$ cat src/rtl/clint.sv
// Core-local interruptor: msip, 64-bit mtime/mtimecmp and the rtc tick divider.
// Single-cycle bus slave with registered read data and ready.
module clint #(
    parameter logic [31:0] clint_base_addr = 32'h0200_0000,
    parameter int unsigned clk_divider_rtc = 4
) (
    input  logic        clock,
    input  logic        reset,
    input  logic        clint_valid,
    input  logic [31:0] clint_addr,
    input  logic [31:0] clint_wdata,
    input  logic [3:0]  clint_wstrb,
    output logic [31:0] clint_rdata,
    output logic        clint_ready,
    output logic        clint_msip,
    output logic        clint_mtip,
    output logic [63:0] clint_mtime
);

    localparam logic [31:0] OFF_MSIP   = 32'h0000_0000;
    localparam logic [31:0] OFF_CMP_LO = 32'h0000_4000;
    localparam logic [31:0] OFF_CMP_HI = 32'h0000_4004;
    localparam logic [31:0] OFF_TIM_LO = 32'h0000_BFF8;
    localparam logic [31:0] OFF_TIM_HI = 32'h0000_BFFC;
    localparam logic [31:0] DIV_LAST   = 32'(clk_divider_rtc);

    function automatic logic [31:0] merge_bytes(input logic [31:0] old_v,
                                                input logic [31:0] new_v,
                                                input logic [3:0]  strb);
        logic [31:0] r;
        r = old_v;
        for (int i = 0; i < 4; i++) begin
            if (strb[i]) begin
                r[8*i +: 8] = new_v[8*i +: 8];
            end else begin
                r[8*i +: 8] = old_v[8*i +: 8];
            end
        end
        return r;
    endfunction

    logic        msip_q, msip_d;
    logic [63:0] mtime_q, mtime_d;
    logic [63:0] mtimecmp_q, mtimecmp_d;
    logic [31:0] div_q, div_d;
    logic        rtc_q, rtc_d;
    logic        mtip_q, mtip_d;
    logic        ready_q, ready_d;
    logic [31:0] rdata_q, rdata_d;

    logic [31:0] offset_s;
    logic [31:0] word_s;
    logic        wr_s;
    logic        wrap_s;
    logic        tick_s;

    // Address decode, tick generation and next-state for all registers.
    always_comb begin
        offset_s   = clint_addr - clint_base_addr;
        word_s     = {offset_s[31:2], 2'b00};
        wr_s       = clint_valid && (clint_wstrb != 4'b0000);
        wrap_s     = (div_q == DIV_LAST);
        // The tick marks the wrap that completes a full rtc period (rtc high -> low).
        tick_s     = wrap_s && rtc_q;
        div_d      = wrap_s ? 32'd0 : div_q + 32'd1;
        rtc_d      = rtc_q ^ wrap_s;
        msip_d     = msip_q;
        mtimecmp_d = mtimecmp_q;
        mtime_d    = tick_s ? mtime_q + 64'd1 : mtime_q;
        mtip_d     = (mtime_q >= mtimecmp_q);
        ready_d    = clint_valid;
        rdata_d    = 32'd0;

        if (clint_valid) begin
            case (word_s)
                OFF_MSIP:   rdata_d = {31'd0, msip_q};
                OFF_CMP_LO: rdata_d = mtimecmp_q[31:0];
                OFF_CMP_HI: rdata_d = mtimecmp_q[63:32];
                OFF_TIM_LO: rdata_d = mtime_q[31:0];
                OFF_TIM_HI: rdata_d = mtime_q[63:32];
                default:    rdata_d = 32'd0;
            endcase
        end else begin
            rdata_d = 32'd0;
        end

        // A bus write to an mtime word overrides the tick increment for that cycle.
        if (wr_s) begin
            case (word_s)
                OFF_MSIP: begin
                    if (clint_wstrb[0]) begin
                        msip_d = clint_wdata[0];
                    end else begin
                        msip_d = msip_q;
                    end
                end
                OFF_CMP_LO: mtimecmp_d = {mtimecmp_q[63:32],
                                          merge_bytes(mtimecmp_q[31:0], clint_wdata, clint_wstrb)};
                OFF_CMP_HI: mtimecmp_d = {merge_bytes(mtimecmp_q[63:32], clint_wdata, clint_wstrb),
                                          mtimecmp_q[31:0]};
                OFF_TIM_LO: mtime_d    = {mtime_q[63:32],
                                          merge_bytes(mtime_q[31:0], clint_wdata, clint_wstrb)};
                OFF_TIM_HI: mtime_d    = {merge_bytes(mtime_q[63:32], clint_wdata, clint_wstrb),
                                          mtime_q[31:0]};
                default:    msip_d     = msip_q;
            endcase
        end else begin
            msip_d = msip_q;
        end
    end

    // State registers with asynchronous active-low reset.
    always_ff @(posedge clock or negedge reset) begin
        if (!reset) begin
            msip_q     <= 1'b0;
            mtime_q    <= 64'd0;
            mtimecmp_q <= 64'hFFFF_FFFF_FFFF_FFFF;
            div_q      <= 32'd0;
            rtc_q      <= 1'b0;
            mtip_q     <= 1'b0;
            ready_q    <= 1'b0;
            rdata_q    <= 32'd0;
        end else begin
            msip_q     <= msip_d;
            mtime_q    <= mtime_d;
            mtimecmp_q <= mtimecmp_d;
            div_q      <= div_d;
            rtc_q      <= rtc_d;
            mtip_q     <= mtip_d;
            ready_q    <= ready_d;
            rdata_q    <= rdata_d;
        end
    end

    assign clint_rdata = rdata_q;
    assign clint_ready = ready_q;
    assign clint_msip  = msip_q;
    assign clint_mtip  = mtip_q;
    assign clint_mtime = mtime_q;

endmodule

$ cat config.mk
export PLATFORM = sky130hd
export DESIGN_NAME = clint
export DESIGN_NICKNAME = d
export VERILOG_FILES = /design/src/rtl/clint.sv
export SDC_FILE = /design/constraint.sdc
export NUM_CORES = 1
export LEC_CHECK = 0
export CELL_PAD_IN_SITES_DETAIL_PLACEMENT = 2
export CELL_PAD_IN_SITES_GLOBAL_PLACEMENT = 2
export CORE_MARGIN = 2
export CORE_UTILIZATION = 37
export DETAILED_ROUTE_END_ITERATION = 12
export PLACE_DENSITY = 0.84
export SETUP_SLACK_MARGIN = 0.1
export SKIP_CTS_REPAIR_TIMING = 1
export SLEW_MARGIN = 20
export SYNTH_ARGS = -nofsm -noshare
export SYNTH_HDL_FRONTEND = slang
export SYNTH_SLANG_ARGS = --single-unit
$ cat constraint.sdc
create_clock -name clock -period 4.8 [get_ports clock]
set_input_delay 0.48 -clock clock [delete_from_list [all_inputs] [get_ports clock]]
set_output_delay 0.48 -clock clock [all_outputs]
set_load 0.02 [all_outputs]
==> results.cfg <==
[outcome]
status = finished clean

[synth]
yosysMostFrequentCell = dfrtp_1
synth_xor_xnor_area_share = 0.02439
yosysWarnings = 0
netlist.top_cell.by_area = dfrtp_1
synth_seq_cells = 196
synth_simple_gate_area_frac = 0.1906
synth.distinct_cells = 68
async_reset_ff_frac = 1.000
synthTopCellsByArea = dfrtp_1 (29%), dfstp_2 (15%), ha_1 (7.5%)
synth_nets = 1318
synth_edf_count = 0
yosysSeqAreaShare = 0.4338
synth_mux_area_frac = 0.06773
synth_top_cell_area_share = 0.2875
synth_commonest_cells = dfrtp_1 (132), nor2_1 (115), inv_1 (88)
synth_fa_ha_area_frac = 0.07514
synth_area_um2 = 11490
synth-main-ff-cell = dfrtp_1
syn_inst = 1178
synth_compound_gate_area_share = 0.1611
synth_top_family_by_area = simple AND/OR/NAND/NOR gates
synth_area_per_cell_um2 = 9.754

[global_route]
antenna_found_initial = 1
grt_max_degree = 114
grt_pass1_vias = 11862
overflow = 0
grt_pass1_wl_um = 70650
grt_usage = 0.2813

[setup_path]
r2r-end = clint_mtime[63]
cp.buffers_inverters = 1
r2r_start = div_q[20]
end_kind = register
cp-startpoint = div_q[20]
reg2reg_slack_ps = 620
cp_max_fo = 9
crit_top_cell = nand4_1
startpoint_type = register
cp_cell_sequence = nor4_1, nand4_1, nor2_1, ha_1, nand4_1, nor4_2, buf_4, nand3_2, nor4b_1, a311oi_1, a221oi_1
path_delay_family = simple AND/OR/NAND/NOR gates
rr_worst_depth = 11
crit_arrival_ps = 4530
crit_path_top_delay_cell = nor4b_1
slowest_delay_ps = 930
cp.required_ps = 5150
worstSetupEndpoint = clint_mtime[63]
crit_type = register to register
cp_num_cells = 11

[clocking]
clk_path_buf_depth = 2
cts-htree-levels = 4
cts.reportedPaths.clkPinSlew_ps = 80
clockRootBuffer = clkbuf_16
tritoncts = yes
cts.sinks = 196
clk_latency_ps = 460
numCtsBuffers = 17

[routing]
drt_pass1_iterations = 8
vias_per_cell = 6.107
antenna_left = 0
routedWlPerCell_um = 25.94
drtIter0Drc = 845
route.detailed.drc = 0
vias = 10699
drt_wl_total_um = 45460

[die]
dieArea_um2 = 32480
core-area_um2 = 30590
start_util = 0.3756
rows = 64
dieWidth_um = 180.2
ioPinCount = 170
die_h_um = 180.2

[sta]
fin_crit_sh = 0.8703
slew_viol_final = 0
worst_pin_slew_ps = 974.2
setup_tns_ps = 0
rsz0062_at_grt = false
finalClockSkew_ps = 15.83
setup_viol = 0
slew_headroom = 0.3505
max_freq_ghz = 0.2394
finalHoldViolCount = 0
period_minus_slack_ps = 4177

[power_and_ir_drop]
vdd_ir_drop_max_mv = 0.2411
p_leak_nw = 5.730
p_per_area_nw_per_um2 = 236.1

[job]
cap_violations = 0

[final_layout]
areaGrowthSynthToFinish_pct = 24.40
nNetsFinal = 1482
drive_gt1_frac = 0.1528
post-route-util = 0.4673

[placed_design]
dp.final_hpwl_um = 33400
place.gp.congestion = 0.8370
portBuffers = 167

[hold_path]
holdCritPathClass = input pin to async pin
## cell families (layout without fill, tap and decap cells)
family                     count (synthesis)  after routing
muxes                                     70             70
buffers and inverters                    133            310
other                                      0              1
and+or+nand+nor                          428            428
DFF                                      196            196
xor gates and xnor gates                  32             32
AOI/OAI and AO/OA                        250            250
adders and majority gates                 69             69
## per-layer routing
layer	wire length, um	part of all wire	track usage
met1	19150	0.42	0.3527
met2	22160	0.49	0.4673
met3	2177	0.048	0.05032
met4	1976	0.043	0.1394
met5	0	0	0
## report_power, final
group,switching [mW],internal [mW],total [mW]
Clock,0.713,0.861,1.57
Combinational,0.0894,0.0586,0.148
Sequential,0.0000908,1.65,1.65
## cell usage in the layout (no fill, tap or decap), drive strengths merged, types with 23 or more instances in the layout
| cell type | Yosys | routed |
|---|---|---|
| inv | 88 | 94 |
| a22o | 30 | 30 |
| and3 | 24 | 24 |
| a21oi | 45 | 45 |
| ha | 69 | 69 |
| nor3 | 41 | 41 |
| clkdlybuf4s50 | 0 | 166 |
| buf | 14 | 23 |
| mux2 | 62 | 62 |
| nor2 | 119 | 119 |
| nand2 | 85 | 85 |
| o21ai | 41 | 41 |
| dfrtp | 132 | 132 |
| a222oi | 31 | 31 |
| nor4 | 30 | 30 |
| nand4 | 30 | 30 |
| a211oi | 30 | 30 |
| dfstp | 64 | 64 |
| nand3 | 51 | 51 |
## layout make-up
cell class | count | area, um^2
Clock inverter | 12 | 165.2
Clock buffer | 20 | 456.7
Fill cell | 3224 | 16300
Tap cell | 396 | 495.5
Timing Repair Buffer | 190 | 1873
Inverter | 88 | 330.3
Antenna cell | 1 | 2.502
Multi-Input combinational cell | 849 | 5986
Sequential cell | 196 | 4985
## metrics by stage
stage               std cells  instance area [um^2]  hold slack (ps)  worst slack [ps]  total power, mW
floorplan                1178                 11490            184.4              1682            1.704
global placement         1719                 13660            463.2             915.1            1.830
detailed placement       1719                 13660            471.4             767.6            1.832
CTS                      1751                 14290            216.1             712.1            3.406
global route             1752                 14290            225.8             217.9            3.463
finish                   1752                 14290            145.4             622.6            3.375
## flip-flops by register name (all words and copies together), names as in the netlist
register	flops
clint_mtip	1
mtimecmp_q	64
clint_mtime	64
clint_ready	1
rtc_q	1
div_q	32
clint_rdata	32
clint_msip	1
## how the worst min path moves through the flow
| stage | start | endpoint |
|---|---|---|
| after floorplan | reset | clint_msip |
| after global placement | div_q[0] | div_q[0] |
| after detailed placement | rtc_q | rtc_q |
| after CTS | reset | clint_rdata[21] |
| after global routing | reset | clint_rdata[21] |
| final | reset | clint_rdata[21] |
Power figures use the tool's default switching activity.
